**config.mk**
```make
export PLATFORM = sky130hd
export DESIGN_NAME = msdap_frame_rx_fifo
export DESIGN_NICKNAME = d
export VERILOG_FILES = /design/src/rtl/msdap_frame_rx_fifo.sv
export SDC_FILE = /design/constraint.sdc
export NUM_CORES = 1
export LEC_CHECK = 0
export ABC_AREA = 1
export BUFFER_PORTS_ARGS = -buffer_cell sky130_fd_sc_hd__buf_2
export CORE_ASPECT_RATIO = 0.75
export CORE_UTILIZATION = 23
export DETAILED_ROUTE_END_ITERATION = 8
export SYNTH_ARGS = -nofsm -noshare
export SYNTH_HDL_FRONTEND = slang
export SYNTH_SLANG_ARGS = --single-unit
```
**constraint.sdc**
```tcl
create_clock -name Sclk -period 4.5 [get_ports Sclk]
set_input_delay 0.45 -clock Sclk [delete_from_list [all_inputs] [get_ports Sclk]]
set_output_delay 0.45 -clock Sclk [all_outputs]
set_load 0.05 [all_outputs]
```
**src/rtl/msdap_frame_rx_fifo.sv**
```systemverilog
// MSDAP serial frame receiver: CH-channel MSB-first deserialiser
// feeding a first-word-fall-through frame FIFO with zero-run sleep.
module msdap_frame_rx_fifo #(
  parameter  int CH       = 2,
  parameter  int W        = 16,
  parameter  int DEPTH    = 4,
  parameter  int ZERO_RUN = 800,
  localparam int CW       = $clog2(DEPTH + 1)
) (
  input  logic              Sclk,
  input  logic              Reset_n,
  input  logic              Frame,
  input  logic              bit_en,
  input  logic [CH-1:0]     Din,
  output logic              InReady,
  input  logic              rd_en,
  output logic              rd_valid,
  output logic [CH*W-1:0]   rd_data,
  output logic [CW-1:0]     fifo_count,
  output logic              overflow,
  output logic              framing_err,
  output logic              sleep
);

  localparam int BW = (W > 2) ? $clog2(W) : 1;
  localparam int PW = (DEPTH > 1) ? $clog2(DEPTH) : 1;
  localparam int ZW = $clog2(ZERO_RUN + 1);
  localparam int FW = CH * W;

  localparam logic [BW-1:0] BIT_TOP = BW'(W - 2);
  localparam logic [CW-1:0] CNT_MAX = CW'(DEPTH);
  localparam logic [CW-1:0] CNT_ONE = CW'(1);
  localparam logic [PW-1:0] PTR_END = PW'(DEPTH - 1);
  localparam logic [PW-1:0] PTR_ONE = PW'(1);
  localparam logic [ZW-1:0] Z_MAX   = ZW'(ZERO_RUN);
  localparam logic [ZW-1:0] Z_ONE   = ZW'(1);

  typedef enum logic {
    IDLE,
    SHIFT
  } state_e;

  state_e          state_q, state_d;
  logic [BW-1:0]   bitcnt_q, bitcnt_d;
  logic [FW-1:0]   sh_q, sh_d;
  logic [FW-1:0]   word, fresh;
  logic            done, ferr_set;

  logic [FW-1:0]   mem_q [DEPTH];
  logic [PW-1:0]   wptr_q, wptr_d;
  logic [PW-1:0]   rptr_q, rptr_d;
  logic [CW-1:0]   count_q, count_d;
  logic [FW-1:0]   head_q, head_d;
  logic            rdy_q, ovf_q, ferr_q, sleep_q;
  logic [ZW-1:0]   zcnt_q, zcnt_d;

  logic            zero, push_req, pop, push, full, fill_head;

  function automatic logic [PW-1:0] ptr_inc(input logic [PW-1:0] p);
    return (p == PTR_END) ? '0 : p + PTR_ONE;
  endfunction

  // word: completed shift incl. this bit; fresh: this bit as a new MSB
  always_comb begin
    for (int c = 0; c < CH; c++) begin
      word[c*W +: W]  = {sh_q[c*W +: W-1], Din[c]};
      fresh[c*W +: W] = {{(W-1){1'b0}}, Din[c]};
    end
  end

  always_comb begin
    state_d  = state_q;
    bitcnt_d = bitcnt_q;
    sh_d     = sh_q;
    done     = 1'b0;
    ferr_set = 1'b0;
    if (bit_en) begin
      unique case (state_q)
        IDLE: begin
          if (Frame) begin
            sh_d     = fresh;
            bitcnt_d = BIT_TOP;
            state_d  = SHIFT;
          end
        end
        SHIFT: begin
          if (Frame) begin
            ferr_set = 1'b1;
            sh_d     = fresh;
            bitcnt_d = BIT_TOP;
          end else begin
            sh_d = word;
            if (bitcnt_q == '0) begin
              done    = 1'b1;
              state_d = IDLE;
            end else begin
              bitcnt_d = bitcnt_q - 1'b1;
            end
          end
        end
        default: state_d = IDLE;
      endcase
    end
  end

  assign zero     = ~|word;
  assign push_req = done && !(sleep_q && zero);
  assign pop      = rd_en && (count_q != '0);
  assign full     = (count_q == CNT_MAX);
  assign push     = push_req && (!full || pop);

  always_comb begin
    count_d = count_q;
    if (push && !pop) count_d = count_q + CNT_ONE;
    else if (!push && pop) count_d = count_q - CNT_ONE;
  end

  assign wptr_d = push ? ptr_inc(wptr_q) : wptr_q;
  assign rptr_d = pop ? ptr_inc(rptr_q) : rptr_q;

  // FIFO drains to empty this edge, so the incoming word becomes head
  assign fill_head = push && (count_q == (pop ? CNT_ONE : '0));

  always_comb begin
    head_d = head_q;
    if (fill_head) head_d = word;
    else if (count_d != '0) head_d = mem_q[rptr_d];
  end

  always_comb begin
    zcnt_d = zcnt_q;
    if (done) begin
      if (!zero) zcnt_d = '0;
      else if (zcnt_q != Z_MAX) zcnt_d = zcnt_q + Z_ONE;
    end
  end

  always_ff @(posedge Sclk) begin
    if (push) mem_q[wptr_q] <= word;
  end

  always_ff @(posedge Sclk or negedge Reset_n) begin
    if (!Reset_n) begin
      state_q  <= IDLE;
      bitcnt_q <= '0;
      sh_q     <= '0;
      wptr_q   <= '0;
      rptr_q   <= '0;
      count_q  <= '0;
      head_q   <= '0;
      rdy_q    <= 1'b0;
      ovf_q    <= 1'b0;
      ferr_q   <= 1'b0;
      zcnt_q   <= '0;
      sleep_q  <= 1'b0;
    end else begin
      state_q  <= state_d;
      bitcnt_q <= bitcnt_d;
      sh_q     <= sh_d;
      wptr_q   <= wptr_d;
      rptr_q   <= rptr_d;
      count_q  <= count_d;
      head_q   <= head_d;
      rdy_q    <= (count_q < CNT_MAX);
      ovf_q    <= ovf_q | (push_req && !push);
      ferr_q   <= ferr_q | ferr_set;
      zcnt_q   <= zcnt_d;
      sleep_q  <= (zcnt_d == Z_MAX);
    end
  end

  assign InReady     = rdy_q;
  assign rd_valid    = (count_q != '0);
  assign rd_data     = head_q;
  assign fifo_count  = count_q;
  assign overflow    = ovf_q;
  assign framing_err = ferr_q;
  assign sleep       = sleep_q;

endmodule

```
# Word level (Yosys, flattened, before mapping)
# Memory sizes are Yosys's and may differ from the RTL's.
# Cells that the tools add are included.
# Widths: inputs -> output; s select.
dict set report classes {
  n_addsub 6
  n_lt_le_gt_ge 1
  n_eq_ne 8
  n_mux 30
  bitwise_logic 3
  n_reduce_logical 21
}
# cell count
set op_table {}
lappend op_table {{$mux 32} 2}
lappend op_table {{$mux 31} 2}
lappend op_table {{$pmux 31 s2} 1}
lappend op_table {{$reduce_or 32->1} 1}
lappend op_table {{$mux 10} 3}
lappend op_table {{$mux 1} 12}
lappend op_table {{$mux 4} 3}
lappend op_table {{$add 10x1->10 const B} 1}
lappend op_table {{$eq 10x10->1 const B} 1}
lappend op_table {{$ne 10x10->1 const B} 1}
lappend op_table {{$logic_and 1x1->1} 8}
lappend op_table {{$pmux 4 s2} 1}
lappend op_table {{$mux 2} 3}
lappend op_table {{$mux 3} 2}
lappend op_table {{$reduce_bool 3->1} 2}
lappend op_table {{$logic_not 1->1} 5}
lappend op_table {{$add 2x1->2 const B} 2}
lappend op_table {{$eq 2x2->1 const B} 2}
lappend op_table {{$logic_not 4->1} 1}
lappend op_table {{$sub 4x1->4 const B} 1}
lappend op_table {{$add 3x1->3 const B} 1}
lappend op_table {{$eq 3x1->1} 1}
lappend op_table {{$eq 3x3->1 const B} 1}
lappend op_table {{$lt 3x3->1 const B} 1}
lappend op_table {{10 further kinds} 11}
dict set report totals {
  register_bits 89
  mem_bits_rw 128
  input_bits 7
  out_inout_bits 40
  wordCells 82
  n_memories 1
}
# memory depth width rd rd_clocked_by_memory_dff wr line
set memory_table {}
lappend memory_table {mem_q 4 32 1 0 1 49} ;# logic [FW-1:0] mem_q [DEPTH];

# Longest topological paths before layout
# Gate-level depths: netlist (run 1).
dict set report depth {
  depth_word 14
  depth_mapped 16
  mapped_depth_nobuf 15
}

# Least setup slack after synthesis (run 1)
# No wires, ideal clock.
dict set report synth_path {
  path_type {register to register}
  from {register count_q[0], in the netlist fifo_count[0]}
  to {memory mem_q[0][0] in the netlist's numbering (enable)}
  setup_time_ps 421
  arrival_time_ps 3122
  required_ps 4079
  slack_ps 957
  stages_incl_launch_ff 10
  path_buffers 2
  synth_period_minus_slack_ps 3543
  path_cell_list {dfrtp_1 -> inv_1 -> ha_1 -> nand2_1 -> inv_1 -> a21oi_1 -> buf_4 -> buf_6 -> inv_1 -> nor2_1}
}
dict set report synth_via {
  elab_chain_cells 6
  elab_cells_between_ends 8
  classes_between {eq/ne: 1; mux: 2; reduce/logical: 5}
}
# item line
set synth_lines {}
lappend synth_lines {{from (decl)} 52} ;# logic [CW-1:0] count_q, count_d;
lappend synth_lines {{from (signal assigned)} 162} ;# count_q <= count_d;
lappend synth_lines {{$eq 3x3->1 / $reduce_bool 3->1 (equally long branches)} {109, 108}}
lappend synth_lines {{$logic_not 1->1 / $logic_and 1x1->1 (equally long branches)} {110, 108}}
lappend synth_lines {{$logic_or 1x1->1 (*)} 110} ;# assign push = push_req && (!full || pop);
lappend synth_lines {{$logic_and 1x1->1 (*)} 110}
lappend synth_lines {{$mux 1 (*)} 139} ;# if (push) mem_q[wptr_q] <= word;
lappend synth_lines {{$mux 1 (not written as such) (*)} 139}
lappend synth_lines {{to (decl)} 49}
# Mark *: on every way between the ends. The rest lies on a longest branch, timed or not.

# Worst setup path in the final report (run 1)
dict set report layout_path {
  from {register bitcnt_q[0]}
  to {memory mem_q[3][6] in the netlist's numbering (enable)}
}
dict set report layout_via {
  elab_chain_cells 9
}
# item line
set layout_lines {}
lappend layout_lines {{from (decl)} 44} ;# logic [BW-1:0] bitcnt_q, bitcnt_d;
lappend layout_lines {{from (signal assigned)} 158} ;# bitcnt_q <= bitcnt_d;
lappend layout_lines {{$logic_not 4->1} 93} ;# if (bitcnt_q == '0) begin
lappend layout_lines {{$mux 1} 93}
lappend layout_lines {{$mux 1} 87} ;# if (Frame) begin
lappend layout_lines {{$mux 1} 78} ;# unique case (state_q)
lappend layout_lines {{$mux 1} 77} ;# if (bit_en) begin
lappend layout_lines {{$logic_and 1x1->1} 107} ;# assign push_req = done && !(sleep_q && zero);
lappend layout_lines {{$logic_and 1x1->1} 110}
lappend layout_lines {{$mux 1} 139}
lappend layout_lines {{$mux 1 (not written as such)} 139}
# Every way passes these cells.

==> results of run 1 <==
==> cells in the mapped netlist (all sizes together) <==
| master | number |
|---|---|
| nand4 | 37 |
| nand3 | 110 |
| clkbuf | 3 |
| edfxtp | 128 |
| nand3b | 2 |
| a21boi | 1 |
| buf | 46 |
| nand2 | 312 |
| xor2 | 5 |
| o22ai | 28 |
| dfrtp | 88 |
| o21ai | 13 |
| nor3 | 7 |
| a32oi | 1 |
| nor2 | 39 |
| o21bai | 35 |
| ha | 12 |
| and3 | 1 |
| xnor2 | 1 |
| inv | 74 |
| o211ai | 1 |
| a21oi | 7 |
| o211a | 1 |
| or2 | 3 |
==> flip-flops by register name, summed over array words and instances (netlist names), 2 cells and up <==
name / count
bitcnt_q: 4
fifo_count: 3
mem_q: 128
rd_data: 32
rptr_q: 2
sh_q: 30
wptr_q: 2
zcnt_q: 10
==> kinds of logic after synthesis <==
logic type,count (synthesis),share of synthesized area [%]
buffers and inverters,123,6.41
and+or+nand+nor,511,23.6
DFF,216,61.7
adders and majority gates,12,1.53
AOI/OAI and AO/OA,87,6.18
xor gates and xnor gates,6,0.537
==> routing by layer <==
metal	track usage [%]	vias to the layer above	share of wire, %
li1	-	3309	-
met1	15.5	3336	47
met2	18.7	178	47
met3	1.67	29	5.0
met4	2.34	0	1.5
met5	0	-	0
==> path summary, 6_finish.rpt <==
| kind | slack [ps] | to | depth (start not counted) |
|---|---|---|---|
| worst max-delay path | 1440 | mem_q[3][6]$_DFFE_PP_ | 10 |
| worst min-delay path | 50 | rd_data[22]$_DFFE_PN0P_ | 1 |
| worst max register to register | 1440 | mem_q[3][6]$_DFFE_PP_ | 10 |
| worst min register to register | 500 | overflow$_DFF_PN0_ | 1 |
| max in group asynchronous | 3490 | overflow$_DFF_PN0_ | 2 |
| min in group Sclk | 150 | state_q$_DFFE_PN0P_ | 2 |
==> report_power, final <==
| part | leakage [nW] | switching [mW] | internal (mW) |
|---|---|---|---|
| sequential | 2.25 | 0.154 | 2.32 |
| combinational | 2.13 | 2.41 | 0.864 |
| clock | 0.328 | 0.744 | 1.01 |
| total | 4.71 | 3.31 | 4.19 |
==> layout make-up <==
type	instances	area, sq um
Clock inverter	8	62.6
Fill cell	4460	30800
Clock buffer	32	619
Tap cell	569	712
Multi-Input combinational cell	616	3130
Inverter	74	283
Timing Repair Buffer	60	363
Sequential cell	216	6050
==> metrics by stage <==
| stage | total power [mW] | hold slack, ps |
|---|---|---|
| 2_1_floorplan | 5.08 | 154 |
| 3_3_place_gp | 5.80 | 485 |
| 3_5_place_dp | 5.83 | 490 |
| 4_1_cts | 7.59 | 81.8 |
| 5_1_grt | 7.98 | 122 |
| 6_report | 7.50 | 46.7 |
==> key figures, run 1 <==
Placement
  – Detailed Place HPWL: 14.9 mm
  – Area after DPL: 10500 sq um
  – Setup WS pre-CTS: 1460 ps
  – # placed instances: 1535
  – Port buffer count: 46
  – GPL Wtd Cong: 0.799

Clock tree
  – H-tree levels: 1
  – Worst-skew pair later-pin latency: 520 ps
  – CTS Sinks: 216
  – Post_cts resized: 0
  – Num CTS Buffers: 22
  – Worst-path clk slew: 70 ps
  – Post-CTS setup buffer count: 0
  – CTS root buffer: clkbuf_16
  – CTS Buffer Depth: 3
  – CTS tree: yes
  – # hold bufs at CTS: 0

Critical path
  – CP arrival: 3220 ps
  – CP peak stage delay: 480 ps
  – RR Startpoint: bitcnt_q[0]$_DFFE_PN0P_
  – Crit path buf inv count: 4
  – Crit. Startpoint: bitcnt_q[0]$_DFFE_PN0P_
  – Critical Path RT: 4650 ps
  – Slowest-stage cell, CP: buf_4
  – Cell family with most CP delay: buffers and inverters
  – Crit path launch type: flip-flop
  – CP Class: flip-flop to flip-flop
  – Cell chain of the critical path: inv_1, ha_1, nand4_4, nor2_8, nand2_2, a21oi_2, buf_12, inv_1, nor2_2, buf_4
  – Max FO, Critical Path: 38
  – Worst setup EP type: flip-flop
  – Crit-path most repeated cell: inv_1

Finish
  – Final core occ: 26.7%
  – Commonest non-fill, non-tap cell in the layout: nand2_1
  – Share of cells above drive strength 1: 12.5%
  – Ant diodes: 0
  – Layout overhead on the synthesized area: 14.6%
  – Final std cells w/o fill: 1575
  – Most frequent cells in the layout: nand2_1 (300), edfxtp_1 (128), nand3_1 (108)
  – Final #Nets: 1009
  – Non-Filler Cell Area, Final: 11200 sq um

Hold path
  – HP Class: input pin to async pin

Logic synthesis
  – Avg Cell Area, Syn: 10.3 sq um
  – Ys Warns: 0
  – Syn Inst Count: 955
  – Area leader, netlist: edfxtp_1
  – Cell area after synthesis: 9790 sq um
  – Synth top area share: 39.2%
  – Post-synth net total: 974
  – Register area share after synthesis: 61.7%
  – Top cells by area, synth: edfxtp_1 (39%), dfrtp_1 (22%), nand2_1 (11%)
  – Count of different cell masters after synthesis: 43
  – Synth Register Bits: 216

Die
  – Die width: 240 um
  – Core Rows: 65
  – Full die area: 43400 sq um
  – DIE HEIGHT: 181 um
  – I/O pins: 47
  – Initial core utilization: 23.3%
  – Core area: 42000 sq um

Power and ir drop
  – Pwr dens: 669 nW/um^2
  – Max IR drop VDD: 0.348 mV
  – Lkg Pwr: 4.71 nW

GRT
  – Number of global-route vias before repair: 6744
  – GR Overflow Total: 0
  – First-pass GRT wire length: 38.5 mm
  – Antenna violations before repair: 0
  – Gr usage total: 11.3%
  – Largest net degree at the start of global routing: 65

STA
  – Tmin final: 3060 ps
  – Slew Limit Headroom: 33.7%
  – Clk_skew: 22.6 ps
  – Final hold vios: 0
  – Final Max Slew Viols: 0
  – Final Setup Violations: 0
  – TNS Setup: 0 ps
  – Max Freq: 0.326 GHz
  – Slew @ Worst Pin: 993 ps
  – RSZ-0062 raised after global routing: false
  – Final worst slack: 1440 ps
  – Ratio of final minimum period to clock period: 68.1%

Job
  – Maxcap violations: 0

Drt
  – DRC viols: 0
  – Average wire per standard cell: 15.4 um
  – DR iter-0 viols: 449
  – Via density: 4.35
  – ANT nets after route: 0
  – Detailed-route wire length: 24.2 mm
  – 1st-pass router iterations: 5
  – DR vias: 6852

Outcome
  – Status: completed
No activity file was read; power rests on OpenSTA's default activity.
==> run 2: changes to the inputs <==
clock period = 3 ns   (was 4.5 ns; I/O delays follow)
==> key figures, run 2 (synthesis gave the netlist of run 1 again) <==
Clock tree
  – CTS Sinks: 216 (unchanged)
  – Num CTS Buffers: 21 (-4.5%)
  – Worst-path clk slew: 70 ps (about the same)
  – CTS root buffer: clkbuf_16
  – CTS Buffer Depth: 3 (unchanged)
  – CTS tree: yes
  – Worst-skew pair later-pin latency: 520 ps (about the same)
  – H-tree levels: 1 (unchanged)

Finish
  – Final core occ: 27.2% (+0.53 points)
  – Largest Register: mem_q
  – Ant diodes: 0 (unchanged)
  – Most frequent cells in the layout: nand2_1 (300), edfxtp_1 (128), nand3_1 (108)
  – Layout overhead on the synthesized area: 16.8%
  – Max reg flops: 128 (unchanged)
  – Final #Nets: 1019 (+0.99%)
  – Share of cells above drive strength 1: 13.9% (+1.4 points)
  – Commonest non-fill, non-tap cell in the layout: nand2_1
  – Fillers: 4402 (-1.3%)

GRT
  – Number of global-route vias before repair: 6864 (+1.8%)
  – Largest net degree at the start of global routing: 53 (-18%)
  – First-pass GRT wire length: 38.9 mm (+1.1%)
  – GR Overflow Total: 0 (unchanged)
  – Antenna violations before repair: 0 (unchanged)
  – Gr usage total: 11.5% (+0.24 points)

Critical path
  – Register-to-Register Setup Slack: 310 ps (-1130 ps)
  – Cell chain of the critical path: inv_1, ha_1, nand2_4, nand2_8, inv_4, nand2_2, nand2_4, inv_4, buf_12, nand2_1, nand3_1, nand2_1, nand2_1, nand2_1, o21bai_1, nand2_1
  – CP Class: flip-flop to flip-flop
  – Worst setup EP type: flip-flop
  – WP depth: 16 (+6)
  – RR Startpoint: fifo_count[0]$_DFF_PN0_
  – Crit path buf inv count: 4 (unchanged)
  – Slowest-stage cell, CP: dfrtp_1
  – Critical R2R Capture: rd_data[9]$_DFFE_PN0P_
  – R2r worst-path depth: 16 (+6)
  – Cell family with most CP delay: simple AND/OR/NAND/NOR gates
  – Crit path launch type: flip-flop
  – Crit-path most repeated cell: nand2_1
  – Max FO, Critical Path: 38 (unchanged)
  – Critical Path RT: 3380 ps (-1270 ps)
  – CP peak stage delay: 490 ps (about the same)
  – CP arrival: 3080 ps (-140 ps)

Drt
  – Detailed-route wire length: 24.7 mm (+1.9%)
  – 1st-pass router iterations: 7 (+2)
  – Via density: 4.40 (+1.0%)
  – ANT nets after route: 0 (unchanged)
  – DRC viols: 0 (unchanged)
  – Average wire per standard cell: 15.6 um (+1.3%)
  – DR vias: 6962 (+1.6%)
  – DR iter-0 viols: 620 (+38%)

STA
  – Final Setup Violations: 0 (unchanged)
  – Clk_skew: 23.3 ps (+0.698 ps)
  – Max Freq: 0.371 GHz (+14%)
  – Slew @ Worst Pin: 712 ps (-281 ps)
  – Ratio of final minimum period to clock period: 89.8% (+22 points)
  – Final hold vios: 0 (unchanged)
  – Final worst slack: 306 ps (-1130 ps)
  – Slew Limit Headroom: 52.5% (+19 points)
  – Final Max Slew Viols: 0 (unchanged)
  – Tmin final: 2690 ps (-370 ps)
  – RSZ-0062 raised after global routing: false

Placement
  – Detailed Place HPWL: 15.3 mm (+2.2%)
  – GPL Wtd Cong: 0.794 (-0.61%)
  – Setup WS pre-CTS: 270 ps (-1190 ps)
  – Port buffer count: 46 (unchanged)

Power and ir drop
  – Sequential power share: 32.1% (-0.8 points)
  – Max IR drop VDD: 0.520 mV (+49%)
  – Switching share of power: 43.8% (-0.29 points)
  – Comb power frac: 44.2% (+0.5 points)
  – NetSw: 5.05 mW (+53%)
  – Clock network power share: 23.7% (+0.3 points)
  – Final total power: 11.5 mW (+54%)
  – Lkg Pwr: 4.82 nW (+2.2%)
  – Power Internal: 6.47 mW (+54%)
  – Pwr dens: 1010 nW/um^2 (+51%)

Die
  – Die width: 240 um (unchanged)
  – Initial core utilization: 23.3% (unchanged)
  – Full die area: 43400 sq um (unchanged)
  – I/O pins: 47 (unchanged)
  – Core area: 42000 sq um (unchanged)
  – DIE HEIGHT: 181 um (unchanged)
  – Core Rows: 65 (unchanged)

Job
  – Maxcap violations: 0 (unchanged)

Hold path
  – Min-Delay Endpoint: mem_q[1][16]$_DFFE_PP_
  – Hold wc startpoint: Din[1]
  – HP Class: input pin to flip-flop
  – Hold Path Cell Cnt: 1

Outcome
  – Status: completed
run 2: area by class of cell:
| type | instances | area [sq um] | share of cell area [%] |
|---|---|---|---|
| Clock buffer | 30 | 631 | 5.51 |
| Clock inverter | 8 | 77.6 | 0.678 |
| Inverter | 74 | 283 | 2.47 |
| Multi-Input combinational cell | 616 | 3170 | 27.7 |
| Sequential cell | 216 | 6050 | 52.8 |
| Tap cell | 569 | 712 | 6.22 |
| Timing Repair Buffer | 71 | 526 | 4.59 |
run 2: repair_timing:
action	CTS	global route
endpoints found under the hold margin	37	0
buffers inserted	0	0
endpoints found under the setup margin	0	1
resized for setup	0	1
hold buffers	2	0
run 2: how the worst max path moves through the flow:
stage                                    endpoint               startpoint
after CTS                 rd_data[31]$_DFFE_PN0P_  fifo_count[0]$_DFF_PN0_
after floorplan             mem_q[0][0]$_DFFE_PP_  fifo_count[0]$_DFF_PN0_
after detailed placement  rd_data[31]$_DFFE_PN0P_  fifo_count[0]$_DFF_PN0_
after global placement    rd_data[31]$_DFFE_PN0P_  fifo_count[0]$_DFF_PN0_
final                      rd_data[9]$_DFFE_PN0P_  fifo_count[0]$_DFF_PN0_
after global routing      rd_data[13]$_DFFE_PN0P_  fifo_count[0]$_DFF_PN0_
run 2: metal layers:
layer	wire (um)	global-route usage, %	share of wire [%]
met1	11800	16.6	48
met2	11300	17.9	46
met3	1270	2.12	5.1
met4	374	2.45	1.5
met5	0	0	0
run 2: metrics by stage:
stage                     TNS, ps  instances  hold WS (ps)  area, sq um
after CTS                       0       1584          63.0        11400
after floorplan             -4920        955          4.41         9800
after detailed placement        0       1544           334        10700
after global placement          0       1544           323        10700
final                           0       1584          66.2        11400
after global routing            0       1584          65.0        11400
run 2: power by group through the flow:
stage	clock network, mW	logic (mW)	registers, mW
floorplan	0	3.04	4.58
global placement	0	5.06	3.76
detailed placement	0	5.12	3.76
CTS	2.77	5.13	3.70
global route	2.88	5.65	3.74
finish	2.73	5.09	3.70
==> run 3: changes to the inputs <==
RECOVER_POWER = 50   (was not set)
==> key figures, run 3 (synthesis gave the netlist of run 1 again) <==
Outcome
  – Status: finished with violations
  – Failing checks: max-capacitance violations, max-slew violations

Critical path
  – CP Class: flip-flop to flip-flop
  – Worst setup EP type: flip-flop
  – Cell chain of the critical path: inv_1, ha_1, nand4_1, nor2_8, nand2_2, a21oi_4, inv_1, nor2_4, buf_12
  – CP arrival: 2930 ps (-150 ps)
  – Critical Path RT: 3190 ps (-190 ps)
  – Cell family with most CP delay: simple AND/OR/NAND/NOR gates
  – Crit path launch type: flip-flop
  – Crit path buf inv count: 3 (-1)
  – CP peak stage delay: 400 ps (-90 ps)
  – Max FO, Critical Path: 25 (-34%)
  – Crit-path most repeated cell: inv_1
  – Slowest-stage cell, CP: dfrtp_1

STA
  – TNS Setup: 0 ps (unchanged)
  – RSZ-0062 raised after global routing: false
  – Ratio of final minimum period to clock period: 91.3% (+1.5 points)
  – Slew @ Worst Pin: 2360 ps (+1650 ps)
  – Max Freq: 0.365 GHz (-1.6%)
  – Final Setup Violations: 0 (unchanged)
  – Final hold vios: 0 (unchanged)
  – Clk_skew: 25.1 ps (+1.81 ps)
  – Tmin final: 2740 ps (+44.6 ps)
  – Final Max Slew Viols: 37 (+37)
  – Slew Limit Headroom: -57.4% (-110 points)

GRT
  – Number of global-route vias before repair: 6864 (unchanged)
  – Largest net degree at the start of global routing: 53 (unchanged)
  – GR Overflow Total: 0 (unchanged)
  – First-pass GRT wire length: 38.9 mm (unchanged)
  – Antenna violations before repair: 0 (unchanged)
  – Gr usage total: 11.5% (unchanged)

Clock tree
  – CTS tree: yes
  – CTS root buffer: clkbuf_16
  – Post-CTS setup buffer count: 0 (unchanged)
  – Num CTS Buffers: 21 (unchanged)
  – Worst-path clk slew: 70 ps (about the same)
  – CTS Sinks: 216 (unchanged)
  – Worst-skew pair later-pin latency: 520 ps (about the same)
  – CTS Buffer Depth: 3 (unchanged)
  – H-tree levels: 1 (unchanged)

Job
  – Maxcap violations: 1 (+1)

Placement
  – GPL Wtd Cong: 0.794 (unchanged)
  – Port buffer count: 46 (unchanged)
  – Detailed Place HPWL: 15.3 mm (unchanged)
  – # placed instances: 1544 (unchanged)

Die
  – Die width: 240 um (unchanged)
  – I/O pins: 47 (unchanged)
  – Initial core utilization: 23.3% (unchanged)
  – Full die area: 43400 sq um (unchanged)
  – Core Rows: 65 (unchanged)
  – Core area: 42000 sq um (unchanged)
  – DIE HEIGHT: 181 um (unchanged)

Drt
  – ANT nets after route: 0 (unchanged)
  – Via density: 4.37 (-0.60%)
  – DR iter-0 viols: 673 (+8.5%)
  – Average wire per standard cell: 15.6 um (about the same)
  – 1st-pass router iterations: 5 (-2)
  – Detailed-route wire length: 24.7 mm (about the same)
  – DRC viols: 0 (unchanged)
  – DR vias: 6920 (-0.60%)

Power and ir drop
  – Max IR drop VDD: 0.519 mV (-0.19%)
  – Lkg Pwr: 4.76 nW (-1.3%)
  – Pwr dens: 1010 nW/um^2 (+0.12%)

Finish
  – Register area: 6050 sq um (unchanged)
  – Most frequent cells in the layout: nand2_1 (300), edfxtp_1 (128), nand3_1 (108)
  – Max reg flops: 128 (unchanged)
  – Footprint of the multi-input gates: 3150 sq um (-0.47%)
  – Commonest non-fill, non-tap cell in the layout: nand2_1
  – Final std cells w/o fill: 1584 (unchanged)
  – Largest Register: mem_q
  – Ant diodes: 0 (unchanged)
  – Final #Nets: 1019 (unchanged)
  – Share of cells above drive strength 1: 11.8% (-2.1 points)
  – Layout overhead on the synthesized area: 16.4%
  – Fillers: 4404 (+0.045%)

Hold path
  – HP Class: input pin to flip-flop
## run 3: changes by cell type in the layout (fill, tap and decap cells not counted)
| cell | delta |
|---|---|
| buf_4 | -1 |
| nand4_4 | -1 |
| inv_2 | -1 |
| inv_1 | +1 |
| clkbuf_1 | +19 |
| buf_2 | -18 |
| nand4_1 | +1 |
## run 3: layout make-up
| class | count | area share [%] |
|---|---|---|
| clock buffer | 30 | 5.53 |
| tap | 569 | 6.24 |
| timing repair buffer | 71 | 4.38 |
| clock inverter | 8 | 0.680 |
| inverter | 74 | 2.48 |
| sequential | 216 | 53.0 |
| multi-input combinational | 616 | 27.7 |
## run 3: timing repair
| action | in CTS | in global routing |
|---|---|---|
| hold buffers | 2 | 0 |
| setup endpoints to repair | 0 | 1 |
| gates resized for setup | 0 | 1 |
| endpoints found under the hold margin | 37 | 0 |
## run 3: path summary, 6_finish.rpt
| kind | startpoint | to | slack, ps | cells past startpoint |
|---|---|---|---|---|
| min in group asynchronous | Reset_n | rd_data[29]$_DFFE_PN0P_ | 1040 | 2 |
| max in group asynchronous | Reset_n | rd_data[12]$_DFFE_PN0P_ | 580 | 2 |
| worst min register to register | overflow$_DFF_PN0_ | overflow$_DFF_PN0_ | 490 | 1 |
| worst max register to register | bitcnt_q[0]$_DFFE_PN0P_ | mem_q[3][8]$_DFFE_PP_ | 260 | 9 |
| worst max-delay path | bitcnt_q[0]$_DFFE_PN0P_ | mem_q[3][8]$_DFFE_PP_ | 260 | 9 |
| worst min-delay path | Frame | framing_err$_DFF_PN0_ | 80 | 3 |
## run 3: worst reg2reg max path, stage by stage (launching register included)
cell and delay (ps):
dfrtp_1 400, inv_1 90, ha_1 140, nand4_1 320, nor2_8 320, nand2_2 140
a21oi_4 200, inv_1 210, nor2_4 310, buf_12 250
## run 3: through the flow
| step | hold WS (ps) | cell area, sq um | utilization, % | setup WS [ps] | power (mW) |
|---|---|---|---|---|---|
| final | 84.4 | 11400 | 27.1 | 261 | 11.5 |
| after global routing | 95.3 | 11400 | 27.1 | 36.8 | 12.2 |
| after CTS | 63.0 | 11400 | 27.2 | 245 | 11.6 |
| after detailed placement | 334 | 10700 | 25.5 | 270 | 8.88 |
| after global placement | 323 | 10700 | 25.5 | 249 | 8.82 |
| after floorplan | 4.41 | 9800 | - | -38.4 | 7.63 |
## run 3: layer usage
layer	vias to the layer above	global-route usage, %	share of wire (%)
li1	3311	-	-
met1	3422	16.6	48
met2	159	17.9	46
met3	28	2.12	5.0
met4	0	2.45	1.5
met5	-	0	0
## run 3: power by group
| part | switching [mW] | internal [mW] |
|---|---|---|
| clock network | 1.17 | 1.56 |
| logic | 3.66 | 1.40 |
| registers | 0.226 | 3.47 |
